`src/rtl/multi_clkdiv.sv`:
```
// Purpose : N_CH independent programmable clock/tick dividers with glitch-free period reload.
// Latency : outputs are registered; a new divisor takes effect on the channel's next wrap edge.
// Backpressure: none; loads are always accepted (a reload before the apply overwrites the shadow).
//
// Ports:
//    iCLK   system clock, rising edge          RSTB   async active-low reset
//    iEN    global run enable                  iMODE  per-channel mode (0 square, 1 pulse)
//    iLOAD  divisor write strobe               iCH    channel index for iLOAD
//    iDIV   new period in iCLK cycles          oCLK   per-channel divided clock / pulse
//    oTICK  per-channel period-end strobe      oPEND  per-channel reload-pending flag
module multi_clkdiv #(
   parameter int CNT_W       = 16,
   parameter int CH_W        = 1,
   parameter int DEFAULT_DIV = 1500,
   localparam int N_CH       = 2 ** CH_W
) (
   input  logic              iCLK,
   input  logic              RSTB,
   input  logic              iEN,
   input  logic [N_CH-1:0]   iMODE,
   input  logic              iLOAD,
   input  logic [CH_W-1:0]   iCH,
   input  logic [CNT_W-1:0]  iDIV,
   output logic [N_CH-1:0]   oCLK,
   output logic [N_CH-1:0]   oTICK,
   output logic [N_CH-1:0]   oPEND
);

   logic [CNT_W-1:0] cnt_q [N_CH];
   logic [CNT_W-1:0] cnt_d [N_CH];
   logic [CNT_W-1:0] a_q   [N_CH];
   logic [CNT_W-1:0] a_d   [N_CH];
   logic [CNT_W-1:0] s_q   [N_CH];
   logic [CNT_W-1:0] s_d   [N_CH];
   logic [N_CH-1:0]  pend_q, pend_d;
   logic [N_CH-1:0]  clk_q,  clk_d;
   logic [N_CH-1:0]  tick_q, tick_d;

   logic [N_CH-1:0]  wrap;
   logic [CNT_W-1:0] div_clamped;
   logic             ld_ok;

   always_comb begin
      // Periods below 2 cannot produce a square wave, so they are raised to 2.
      div_clamped = (iDIV < CNT_W'(2)) ? CNT_W'(2) : iDIV;
      // Only matters when N_CH is not a power of two.
      ld_ok       = iLOAD && (int'(iCH) < N_CH);

      cnt_d  = cnt_q;
      a_d    = a_q;
      s_d    = s_q;
      pend_d = pend_q;
      clk_d  = '0;
      tick_d = '0;
      wrap   = '0;

      for (int c = 0; c < N_CH; c++) begin
         // With iEN low the counter is held at 0, so every edge is a wrap edge
         // and a pending divisor is applied right away.
         if (!iEN || (cnt_q[c] == a_q[c] - CNT_W'(1))) begin
            cnt_d[c] = '0;
         end else begin
            cnt_d[c] = cnt_q[c] + CNT_W'(1);
         end
         wrap[c]   = (cnt_d[c] == '0);

         tick_d[c] = iEN && wrap[c];
         // Square: low for floor(A/2) cycles, high for the rest (odd A favours high).
         clk_d[c]  = iEN && (iMODE[c] ? wrap[c] : (cnt_d[c] >= (a_q[c] >> 1)));

         // Apply the shadow only at a period boundary so A never changes mid-period.
         if (wrap[c] && pend_q[c]) begin
            a_d[c]    = s_q[c];
            pend_d[c] = 1'b0;
         end
         // A load on the same edge as an apply lands in the shadow after the
         // old shadow has been consumed, so it waits for the following wrap.
         if (ld_ok && (int'(iCH) == c)) begin
            s_d[c]    = div_clamped;
            pend_d[c] = 1'b1;
         end
      end
   end

   always_ff @(posedge iCLK or negedge RSTB) begin
      if (!RSTB) begin
         for (int c = 0; c < N_CH; c++) begin
            cnt_q[c] <= '0;
            a_q[c]   <= CNT_W'(DEFAULT_DIV);
            s_q[c]   <= CNT_W'(DEFAULT_DIV);
         end
         pend_q <= '0;
         clk_q  <= '0;
         tick_q <= '0;
      end else begin
         for (int c = 0; c < N_CH; c++) begin
            cnt_q[c] <= cnt_d[c];
            a_q[c]   <= a_d[c];
            s_q[c]   <= s_d[c];
         end
         pend_q <= pend_d;
         clk_q  <= clk_d;
         tick_q <= tick_d;
      end
   end

   assign oCLK  = clk_q;
   assign oTICK = tick_q;
   assign oPEND = pend_q;

endmodule

```
`config.mk`:
```
export PLATFORM = sky130hd
export DESIGN_NAME = multi_clkdiv
export DESIGN_NICKNAME = d
export VERILOG_FILES = /design/src/rtl/multi_clkdiv.sv
export SDC_FILE = /design/constraint.sdc
export NUM_CORES = 1
export LEC_CHECK = 0
export BUFFER_PORTS_ARGS = -buffer_cell sky130_fd_sc_hd__buf_2
export CORE_ASPECT_RATIO = 0.75
export CORE_MARGIN = 4
export CORE_UTILIZATION = 57
export CTS_BUF_LIST = sky130_fd_sc_hd__clkbuf_16
export CTS_CLUSTER_SIZE = 10
export DETAILED_ROUTE_END_ITERATION = 8
export PLACE_DENSITY = 0.8
export SYNTH_ARGS = -nofsm -noshare
export SYNTH_HDL_FRONTEND = slang
export SYNTH_SLANG_ARGS = --single-unit
```
`constraint.sdc`:
```
create_clock -name iCLK -period 3.9 [get_ports iCLK]
set_input_delay 0.78 -clock iCLK [delete_from_list [all_inputs] [get_ports iCLK]]
set_output_delay 0.78 -clock iCLK [all_outputs]
set_load 0.01 [all_outputs]
```
Word level (Yosys, flattened, before mapping). Cells that the tools add are included.

Reduce and logical (&&, ||, !) cells: 15. Magnitude comparators: 3. Equality and inequality tests: 2. Bitwise operators: 1. Add/sub/neg operators: 4. Multiplexer cells: 9.

Operators with widths (number): 16-bit 2-to-1 mux (3); 16-bit by 1-bit adder with 16-bit output, second input constant (2); 16-bit == test (2); 16-bit by 15-bit >= comparator with 1-bit output (2); 16-bit logical NOT (2); 16-bit by 1-bit subtractor with 16-bit output, second input constant (2); 16-bit by 2-bit < comparator with 1-bit output, second input constant (1); 1-bit logical AND (8); 1-bit 2-to-1 mux (6); 2-bit nonzero test (2); 1-bit logical OR (2); 1-bit logical NOT (1); 1-bit NOT (1).

Register bits after elaboration: 102. Bits of input ports: 23. Output and inout port bits: 6. Word-level logic and storage cells: 44.

Longest topological paths before layout. Gate-level depths: netlist (run 1).

Depth in word-level cells: 8. Gate-level depth with buffers: 19.

Least setup slack after synthesis (run 1). Ideal clock, no wire load.

Kind: flip-flop to flip-flop. Start point: reg a_q[16] (netlist bit). End point: reg clk_q[0] (netlist: oCLK[0]). Arrival time: 3.819 ns. Library setup time: 0.135 ns. Period minus slack after synthesis: 3.954 ns. Setup slack: -0.054 ns. Path buffers: 2. Required time: 3.765 ns. Cell stages (with the launch flop): 18. Cells stage by stage: dfrtp_1 -> buf_2 -> or4_1 -> nor2_1 -> or4b_1 -> nand2_1 -> nand4_2 -> o21ai_2 -> buf_4 -> nor2_1 -> ha_1 -> a21o_1 -> a21o_1 -> a21oi_1 -> nor2_1 -> a2111oi_0 -> o31a_1 -> a221oi_1.

RTL lines: from (decl) (RTL line 31) `logic [CNT_W-1:0] a_q [N_CH];`; from (signal, indexed assignment) (RTL line 89) `a_q[c] <= CNT_W'(DEFAULT_DIV);`; from (signal, indexed assignment) (RTL line 98) `a_q[c] <= a_d[c];`; to (signal assigned) (RTL line 102) `clk_q <= clk_d;`; to (decl) (RTL line 36) `logic [N_CH-1:0] clk_q, clk_d;`.

==> results of run 1 <==
==> placed cells by master, fill, tap and decap left out, drive strengths merged, types with 5 or more instances in the layout <==
cell type and count:
a221oi 5, nor2 52, nand2 62, or2 5, a31oi 5, buf 68
a21o 12, inv 41, and3 9, ha 34, o2111ai 32, or3 8
o21ai 18, nand3 22, xor2 29, mux2 28, o211ai 35, clkbuf 10
dfstp 28, nor3 17, and4 8, nand4 25, nand2b 37, a21oi 10
nor4 12, xnor2 48, dfrtp 74
==> synth_stat cells (all sizes together), types with 2 or more instances <==
cell     instances
or4bb            2
nand2b          37
o2111ai         32
o21a             4
nand4           25
nor4            12
a21oi           10
mux2            28
nor2            52
a21o            12
buf             27
a31oi            5
and2             4
inv             38
and4             8
nand3b           2
or4              4
xor2            29
dfstp           28
nor3            17
xnor2           48
nor2b            3
dfrtp           74
or2              5
ha              34
o21ai           18
a221oi           5
clkbuf          29
or3              8
a41oi            3
o211ai          35
nand2           62
mux2i            3
and3             9
o211a            2
a2111oi          4
a211oi           4
nand3           22
==> cell type report <==
cell class                      count  area [sq um]
Clock buffer                       10           250
Clock inverter                      5          72.6
Fill cell                         959          4330
Inverter                           38           143
Multi-Input combinational cell    569          4260
Sequential cell                   102          2590
Tap cell                          166           208
Timing Repair Buffer               68           447
==> power by group through the flow <==
stage	combinational, mW	sequential [mW]	clock (mW)
6_report	1.18	1.53	0.974
5_1_grt	1.31	1.56	1.03
4_1_cts	1.13	1.51	0.987
3_5_place_dp	1.10	1.53	0
3_3_place_gp	1.06	1.52	0
2_1_floorplan	0.845	1.43	0
==> flip-flops by register name, indices dropped and copies added (netlist names) <==
name,flops
oTICK,2
a_q,32
oPEND,2
oCLK,2
s_q,32
cnt_q,32
==> final timing paths <==
kind,startpoint,endpoint,slack (ns)
setup / recovery,a_q[17]$_DFFE_PN0P_,oCLK[0]$_DFF_PN0_,0.11
hold / removal,s_q[17]$_DFFE_PN0P_,s_q[17]$_DFFE_PN0P_,0.49
setup reg to reg,a_q[17]$_DFFE_PN0P_,oCLK[0]$_DFF_PN0_,0.11
hold reg to reg,s_q[17]$_DFFE_PN0P_,s_q[17]$_DFFE_PN0P_,0.49
max in group asynchronous,RSTB,cnt_q[26]$_DFF_PN0_,2.44
min in group asynchronous,RSTB,cnt_q[0]$_DFF_PN0_,0.56
==> kinds of logic (layout without fill, tap and decap cells) <==
| kind of cell | count (synthesis) | after routing | share of synthesized area (%) |
|---|---|---|---|
| adders and majority gates | 34 | 34 | 5.94 |
| buffers and inverters | 94 | 121 | 5.83 |
| and+or+nand+nor | 277 | 277 | 20.9 |
| DFF | 102 | 102 | 36.1 |
| xor gates and xnor gates | 77 | 77 | 9.41 |
| muxes | 31 | 31 | 4.82 |
| AOI/OAI and AO/OA | 150 | 150 | 16.9 |
==> metal layers <==
metal  track usage (%)  wire length, um  part of all wire, %  vias to the layer above
met5                 0                0                    0                        -
met4              6.77              219                  1.2                        0
met3              4.28             1260                  6.9                       21
met2              37.0             7800                   43                      199
met1              40.8             8830                   49                     2966
li1                  -                -                    -                     2826
==> tightest hold or removal path: stages (launching register included) <==
cell	delay [ns]
dfrtp_1	0.35
nand2_1	0.05
o21ai_0	0.06
==> per-stage QoR <==
step,total power [mW],instances,setup TNS [ns],util (%),area [sq um]
4_1_cts,3.63,951,0,63.7,7830
3_5_place_dp,2.64,934,-0.0138,60.8,7480
6_report,3.68,958,0,64.8,7970
2_1_floorplan,2.28,765,0,-,7170
3_3_place_gp,2.58,934,0,60.8,7480
5_1_grt,3.90,958,-0.0139,64.8,7970
==> repair_timing <==
item / CTS / global route
pin swaps: 2 / 11
endpoints found under the setup margin: 1 / 2
hold endpoints to repair: 0 / 0
resized for setup: 4 / 22
buffers inserted: 2 / 7
gates cloned: 0 / 0
==> impl_metrics.py, run 1 <==
metrics = {
    "worst_setup_path": {
        "reg2reg_depth": 20,
        "worstPathCellList": "buf_4 > inv_1 > ha_2 > nor3b_4 > buf_4 > buf_4 > xnor2_1 > nor2_1 > and4b_1 > o21ai_2 > o21ai_4 > nor2_1 > ha_1 > a21o_1 > a21o_1 > a21oi_1 > nor2_1 > a2111oi_2 > o31a_1 > a221oi_2",
        "crit_family": "compound AO/OA/AOI/OAI gates",
        "worstPathRequired_ns": 4.13,
        "cp_max_fo": 7,
        "cp-end-kind": "flip-flop",
        "crit_type": "reg -> reg",
        "critPathSlowestCell": "dfrtp_1",
        "crit_buf_inv": 4,
        "cp.depth": 20,
        "critPathArrivalTime_ns": 4.02,
        "cp-start-kind": "flip-flop",
        "critPathMaxStageDelay_ns": 0.40,
    },
    "placed_design": {
        "place.gp.congestion": 0.936,
        "hpwl_um": 13500,
        "place_worst_setup_slack_ns": -0.0138,
        "port_buffers": 28,
    },
    "power": {
        "p_leak_nw": 3.38,
        "p_sw_share_pct": 35.8,
        "p_int_mw": 2.36,
        "power_frac_comb_pct": 32.0,
        "peakVddDrop_mv": 0.361,
        "clkPwrFrac_pct": 26.5,
        "p_seq_share_pct": 41.5,
        "powerDensity_mw_per_mm2": 461,
        "p_sw_mw": 1.32,
    },
    "route": {
        "via_per_inst": 6.28,
        "via_count": 6012,
        "wl_um": 18100,
        "routedWlPerCell_um": 18.9,
        "route.detailed.drc": 0,
        "postRouteAntennaNets": 0,
        "first_pass_iters": 6,
        "drt_first_iter_violations": 585,
    },
    "floorplanning": {
        "die_y_um": 105,
        "die_area_sq_mm": 0.0144,
        "core_area_sq_mm": 0.0123,
        "std_cell_rows": 35,
        "initial_utilization_pct": 58.2,
        "die_w_um": 137,
        "io_pins": 29,
    },
    "synth": {
        "ys_warn_count": 0,
        "ys.flop_type": "dfrtp_1",
        "syn_area_per_cell_sq_um": 9.37,
        "synthCells": 765,
        "syn_area_sq_mm": 0.00716,
        "synth.top_cell.area_share_pct": 25.8,
        "synth_edf_count": 0,
        "yosysTopAreaCell": "dfrtp_1",
        "ys_ff_latch": 102,
        "yosysSeqAreaShare_pct": 36.1,
        "async_flop_share_pct": 100,
        "synth_nets": 822,
        "synth.distinct_cells": 80,
        "synth.area.top_cells": "dfrtp_1 (26%), dfstp_2 (10%), ha_1 (5.9%)",
    },
    "grt": {
        "gr-total-overflow": 0,
        "grt_pass1_wl_um": 30000,
        "grt_max_degree": 79,
        "grt.total_usage_pct": 26.1,
        "grt_pass1_vias": 5868,
        "grt_antenna_before_repair": 0,
    },
    "clocking": {
        "clkLatencyLatePin_ns": 0.35,
        "clock_sinks": 102,
        "cts_tree": "built",
        "cts_hold_buffers": 0,
        "cts_buffers": 9,
        "htreeDepth": 3,
        "clockBufferDepth": 2,
        "path_clk_slew_ns": 0.07,
        "root_buffer": "clkbuf_16",
    },
    "flow_run": {
        "max_cap_violations": 0,
    },
    "sta": {
        "finalMaxSlewViolations": 0,
        "slew_headroom_pct": 34.2,
        "fin_hold_ws_ns": 0.491,
        "setup_viol": 0,
        "fin_crit_sh_pct": 97.2,
        "clock-skew-final_ns": 0.00737,
        "fmax_mhz": 264,
        "post-route-min-period_ns": 3.79,
        "tightest_slew_ns": 0.987,
        "setup_slack_ns": 0.111,
        "hold_viol": 0,
    },
    "layout": {
        "insertedDiodeCount": 0,
        "fin_nets": 845,
        "layout-area-overhead-vs-synth_pct": 11.3,
        "layout-drive-gt1-share_pct": 23.0,
    },
    "outcome": {
        "status": "completed",
    },
    "min_path": {
        "min_path_cells": 2,
        "hold_class": "reg -> reg",
    },
}
(Power assumes the default switching activity.)
==> run 2: changes to the inputs <==
--- a/config.mk
+++ b/config.mk
@@ -7,7 +7,7 @@
 export LEC_CHECK = 0
 export BUFFER_PORTS_ARGS = -buffer_cell sky130_fd_sc_hd__buf_2
 export CORE_ASPECT_RATIO = 0.75
-export CORE_MARGIN = 4
+export CORE_MARGIN = 5
 export CORE_UTILIZATION = 57
 export CTS_BUF_LIST = sky130_fd_sc_hd__clkbuf_16
 export CTS_CLUSTER_SIZE = 10
==> constraint.sdc (replaced) <==
create_clock -name iCLK -period 3.3 [get_ports iCLK]
set_input_delay 0.66 -clock iCLK [delete_from_list [all_inputs] [get_ports iCLK]]
set_output_delay 0.66 -clock iCLK [all_outputs]
set_load 0.01 [all_outputs]
==> run 2 against run 1 <==
The run now ends with setup timing left. Global-route usage is 1.1 points higher. Combinational power up 69%. Count of clock-buffer cells in the layout is 1 lower. Wire length is 12% higher. First-iteration DRC count is 9.2% lower. Utilization grew 6.6 points. Worst setup slack worse by 0.52 ns. Critical endpoint is now oCLK[1]$_DFF_PN0_. Largest cell class unchanged. Largest power group is now combinational logic.
==> impl_metrics.py, run 2 (same netlist as run 1, synthesis figures left out) <==
metrics = {
    "outcome": {
        "status": "finished, violations left",
        "violations": "setup timing",
    },
    "layout": {
        "layout_commonest_cell": "buf_4",
        "fin_cells": 1049,
        "final_area_sq_mm": 0.00879,
        "fin_nets": 935,
        "layout_common_cells": "buf_4 (120), dfrtp_1 (73), nand2_1 (61), xnor2_1 (47), nor2_1 (44)",
        "fillers": 856,
        "layout-area-overhead-vs-synth_pct": 22.7,
        "reg_top3": "a_q (32), cnt_q (32), s_q (32)",
        "layout-drive-gt1-share_pct": 32.6,
        "insertedDiodeCount": 0,
        "utilization_pct": 71.4,
    },
    "placed_design": {
        "hpwl_um": 14700,
        "placed_area_sq_mm": 0.00820,
        "port_buffers": 28,
        "place.gp.congestion": 0.941,
        "dp.cells": 1019,
    },
    "sta": {
        "hold_viol": 0,
        "setup_slack_ns": -0.405,
        "fin_hold_ws_ns": 0.469,
        "rsz0062_at_grt": "yes",
        "setup_viol": 2,
        "clock-skew-final_ns": 0.0136,
        "fmax_mhz": 270,
        "tightest_slew_ns": 1.03,
        "fin_crit_sh_pct": 112,
        "finalMaxSlewViolations": 0,
        "slew_headroom_pct": 31.0,
        "post-route-min-period_ns": 3.71,
    },
    "power": {
        "powerDensity_mw_per_mm2": 538,
        "p_leak_nw": 3.84,
        "power_mw": 4.73,
        "peakVddDrop_mv": 0.461,
    },
    "clocking": {
        "htreeDepth": 3,
        "cts_tree": "built",
        "clkLatencyLatePin_ns": 0.35,
        "clockBufferDepth": 2,
        "cts_hold_buffers": 0,
        "cts_buffers": 9,
        "path_clk_slew_ns": 0.08,
        "root_buffer": "clkbuf_16",
        "clock_sinks": 102,
    },
    "route": {
        "via_count": 6577,
        "via_per_inst": 6.27,
        "drt_first_iter_violations": 531,
        "postRouteAntennaNets": 0,
        "first_pass_iters": 4,
        "route.detailed.drc": 0,
        "wl_um": 20300,
        "routedWlPerCell_um": 19.4,
    },
    "grt": {
        "gr-total-overflow": 0,
        "grt_max_degree": 82,
        "grt_pass1_vias": 6298,
        "grt.total_usage_pct": 27.1,
        "grt_antenna_before_repair": 0,
        "grt_pass1_wl_um": 32800,
    },
    "worst_setup_path": {
        "cp_max_fo": 4,
        "worstSetupStartpoint": "a_q[6]$_DFFE_PN1P_",
        "cp-end-kind": "flip-flop",
        "critPathArrivalTime_ns": 3.93,
        "reg2reg_to": "oCLK[1]$_DFF_PN0_",
        "reg2reg_slack_ns": -0.41,
        "reg2reg_depth": 14,
        "worstPathRequired_ns": 3.53,
        "r2r-start": "a_q[6]$_DFFE_PN1P_",
        "crit_end": "oCLK[1]$_DFF_PN0_",
        "cp-start-kind": "flip-flop",
        "crit_type": "reg -> reg",
    },
    "floorplanning": {
        "die_y_um": 107,
        "initial_utilization_pct": 58.2,
        "std_cell_rows": 35,
        "io_pins": 29,
        "die_area_sq_mm": 0.0149,
        "die_w_um": 139,
        "core_area_sq_mm": 0.0123,
    },
    "min_path": {
        "hold_class": "in -> async",
    },
    "flow_run": {
        "max_cap_violations": 0,
    },
}
-- run 2: where the power goes --
part	total [mW]	internal (mW)	switching, mW
clock network	1.05	0.530	0.521
registers	1.70	1.51	0.186
logic	1.99	0.954	1.03
total	4.73	2.99	1.74
-- run 2: layout make-up --
class / count / area (sq um) / share of cell area [%]
clock buffers: 9 / 225 / 2.56
clock inverters: 7 / 61.3 / 0.698
inverters: 38 / 143 / 1.62
multi-input cells: 569 / 4400 / 50.0
flip-flops and latches: 102 / 2590 / 29.5
well taps: 166 / 208 / 2.36
repair buffers: 158 / 1170 / 13.3
-- run 2: stage by stage --
stage	setup TNS [ns]	setup slack (ns)
4_1_cts	-0.507	-0.260
3_3_place_gp	-0.389	-0.221
2_1_floorplan	-0.662	-0.351
3_5_place_dp	-0.645	-0.356
5_1_grt	-1.06	-0.542
6_report	-0.809	-0.405
-- run 2: worst min-delay path by stage --
stage,depth (start not counted),endpoint,start,slack (ns)
global placement,2,s_q[1]$_DFFE_PN0P_,s_q[1]$_DFFE_PN0P_,0.47
detailed placement,2,s_q[0]$_DFFE_PN0P_,s_q[0]$_DFFE_PN0P_,0.48
floorplan,0,a_q[0]$_DFFE_PN0P_,RSTB,0.36
finish,1,s_q[21]$_DFFE_PN0P_,RSTB,0.47
global route,2,a_q[26]$_DFFE_PN1P_,s_q[26]$_DFFE_PN1P_,0.52
CTS,2,s_q[0]$_DFFE_PN0P_,s_q[0]$_DFFE_PN0P_,0.50
-- run 2: timing repair --
| item | in CTS | in global routing |
|---|---|---|
| gates cloned | 0 | 0 |
| resized for setup | 17 | 25 |
| pin swaps | 12 | 28 |
| setup buffers | 4 | 10 |
| endpoints found under the setup margin | 2 | 2 |
-- run 2: per-layer routing --
layer / part of all wire [%] / vias to the layer above / wire, um / GRT usage, %
li1: - / 3010 / - / -
met1: 46 / 3232 / 9290 / 40.5
met2: 45 / 303 / 9080 / 41.1
met3: 8.2 / 32 / 1680 / 4.86
met4: 1.4 / 0 / 275 / 6.35
met5: 0 / - / 0 / 0
-- run 2: critical path, cell delays in order (launching register included) --
cell and delay (ns):
dfstp_2 0.37, or4_4 0.56, or4_4 0.53, o31ai_4 0.21
nand3_2 0.14, o21ai_4 0.23, buf_4 0.16, o21ba_2 0.17
ha_1 0.20, a21o_1 0.16, a21o_1 0.15, a221o_1 0.32
a31oi_1 0.19, o21a_1 0.15, a221oi_2 0.06
==> run 3: changes to the inputs <==
--- a/config.mk
+++ b/config.mk
@@ -13,6 +13,8 @@
 export CTS_CLUSTER_SIZE = 10
 export DETAILED_ROUTE_END_ITERATION = 8
 export PLACE_DENSITY = 0.8
+export SKIP_LAST_GASP = 1
+export SLEW_MARGIN = 20
 export SYNTH_ARGS = -nofsm -noshare
 export SYNTH_HDL_FRONTEND = slang
 export SYNTH_SLANG_ARGS = --single-unit
==> run 3 against run 2 <==
The flow still finishes with violations (setup timing). Die area did not move. Via count fell by 0.12%. Critical path depth did not move. Combinational power barely moved. First-iteration DRC count rose by 3.6%. Critical path type unchanged.
==> impl_metrics.py, run 3 (same netlist as run 1, synthesis figures left out) <==
metrics = {
    "outcome": {
        "status": "finished, violations left",
        "violations": "setup timing",
    },
    "layout": {
        "layout_common_cells": "buf_4 (118), dfrtp_1 (73), nand2_1 (61), xnor2_1 (47), nor2_1 (45)",
        "reg_top3": "a_q (32), cnt_q (32), s_q (32)",
        "fin_cells": 1047,
        "layout-drive-gt1-share_pct": 32.0,
        "final_area_sq_mm": 0.00875,
        "utilization_pct": 71.1,
        "insertedDiodeCount": 0,
        "layout-area-overhead-vs-synth_pct": 22.1,
        "fillers": 867,
        "fin_nets": 933,
        "layout_commonest_cell": "buf_4",
    },
    "floorplanning": {
        "die_area_sq_mm": 0.0149,
        "io_pins": 29,
        "die_w_um": 139,
        "core_area_sq_mm": 0.0123,
        "initial_utilization_pct": 58.2,
        "die_y_um": 107,
        "std_cell_rows": 35,
    },
    "worst_setup_path": {
        "worstSetupStartpoint": "a_q[6]$_DFFE_PN1P_",
        "crit_type": "reg -> reg",
        "worstPathRequired_ns": 3.53,
        "cp_max_fo": 4,
        "r2r-start": "a_q[6]$_DFFE_PN1P_",
        "crit_buf_inv": 1,
        "critPathSlowestCell": "or4_4",
        "worstPathCellList": "or4_4 > or4_4 > o31ai_4 > nand3_2 > o21ai_4 > buf_4 > o21ba_2 > ha_1 > a21o_1 > a21o_1 > a221o_1 > a31oi_1 > o21a_1 > a221oi_2",
        "cp-start-kind": "flip-flop",
        "critPathMaxStageDelay_ns": 0.56,
        "cp-end-kind": "flip-flop",
        "critPathArrivalTime_ns": 3.93,
        "crit_family": "compound AO/OA/AOI/OAI gates",
    },
    "grt": {
        "grt_max_degree": 82,
        "grt.total_usage_pct": 27.1,
        "grt_pass1_wl_um": 32800,
        "grt_antenna_before_repair": 0,
        "grt_pass1_vias": 6298,
        "gr-total-overflow": 0,
    },
    "placed_design": {
        "hpwl_um": 14700,
        "port_buffers": 28,
        "place.gp.congestion": 0.941,
        "place_worst_setup_slack_ns": -0.356,
        "dp.cells": 1019,
        "placed_area_sq_mm": 0.00820,
    },
    "flow_run": {
        "max_cap_violations": 0,
    },
    "clocking": {
        "clkLatencyLatePin_ns": 0.35,
        "cts_tree": "built",
        "cts_buffers": 9,
        "root_buffer": "clkbuf_16",
        "clock_sinks": 102,
        "htreeDepth": 3,
        "clockBufferDepth": 2,
        "path_clk_slew_ns": 0.08,
    },
    "sta": {
        "fmax_mhz": 271,
        "fin_crit_sh_pct": 112,
        "setup_slack_ns": -0.396,
        "rsz0062_at_grt": "yes",
        "post-route-min-period_ns": 3.70,
        "finalMaxSlewViolations": 0,
        "slew_headroom_pct": 42.2,
        "setup_viol": 2,
        "clock-skew-final_ns": 0.0126,
        "tns_ns": -0.772,
        "tightest_slew_ns": 0.867,
        "hold_viol": 0,
    },
    "route": {
        "via_count": 6569,
        "via_per_inst": 6.27,
        "drt_first_iter_violations": 550,
        "postRouteAntennaNets": 0,
        "wl_um": 20200,
        "route.detailed.drc": 0,
        "routedWlPerCell_um": 19.3,
        "first_pass_iters": 5,
    },
    "power": {
        "peakVddDrop_mv": 0.460,
        "p_leak_nw": 3.83,
        "powerDensity_mw_per_mm2": 538,
    },
    "min_path": {
        "hold_class": "in -> async",
    },
}
## run 3: changes by cell type in the layout (fill, tap and decap cells not counted)
cell | before | now
ha_4 | 3 | 2
nand2b_4 | 1 | 0
or2_4 | 1 | 0
nor2_2 | 5 | 4
ha_1 | 29 | 31
or2_2 | 3 | 4
ha_2 | 2 | 1
nor2_1 | 44 | 45
nand2b_1 | 36 | 37
buf_4 | 120 | 118
## run 3: cell type report
cell class | count | area [sq um] | area share [%]
Clock inverter | 7 | 61.3 | 0.701
Inverter | 38 | 143 | 1.63
Timing Repair Buffer | 156 | 1150 | 13.2
Sequential cell | 102 | 2590 | 29.6
Multi-Input combinational cell | 569 | 4370 | 49.9
Clock buffer | 9 | 225 | 2.57
Tap cell | 166 | 208 | 2.37
## run 3: repair_timing
| action | in CTS | in global routing |
|---|---|---|
| gates resized for setup | 17 | 19 |
| endpoints found under the setup margin | 2 | 2 |
| pin swaps | 11 | 20 |
| hold buffers | 0 | 0 |
| cloned | 0 | 0 |
| buffers inserted | 4 | 8 |
## run 3: report_power, final
part / switching [mW] / internal, mW / total, mW
Clock: 0.522 / 0.530 / 1.05
Combinational: 1.02 / 0.937 / 1.96
Sequential: 0.185 / 1.51 / 1.69
## run 3: path summary, 6_finish.rpt
kind | cells after the start | end | slack [ns]
worst max register to register | 14 | oCLK[1]$_DFF_PN0_ | -0.40
worst min-delay path | 1 | s_q[21]$_DFFE_PN0P_ | 0.33
max in group asynchronous | 2 | cnt_q[3]$_DFF_PN0_ | 2.25
worst max-delay path | 14 | oCLK[1]$_DFF_PN0_ | -0.40
min in group iCLK | 2 | s_q[0]$_DFFE_PN0P_ | 0.50
worst min register to register | 2 | s_q[0]$_DFFE_PN0P_ | 0.50
## run 3: stage by stage
stage	hold WS (ns)	power [mW]
finish	0.334	4.71
global route	0.418	4.96
CTS	0.496	4.58
detailed placement	0.479	3.49
global placement	0.474	3.41
floorplan	0.364	2.73
## run 3: layer usage
layer	global-route usage (%)	vias up	share of wire, %
met5	0	-	0
met4	6.35	0	1.5
met3	4.86	34	8.2
met2	41.1	311	45
met1	40.5	3221	46
li1	-	3003	-
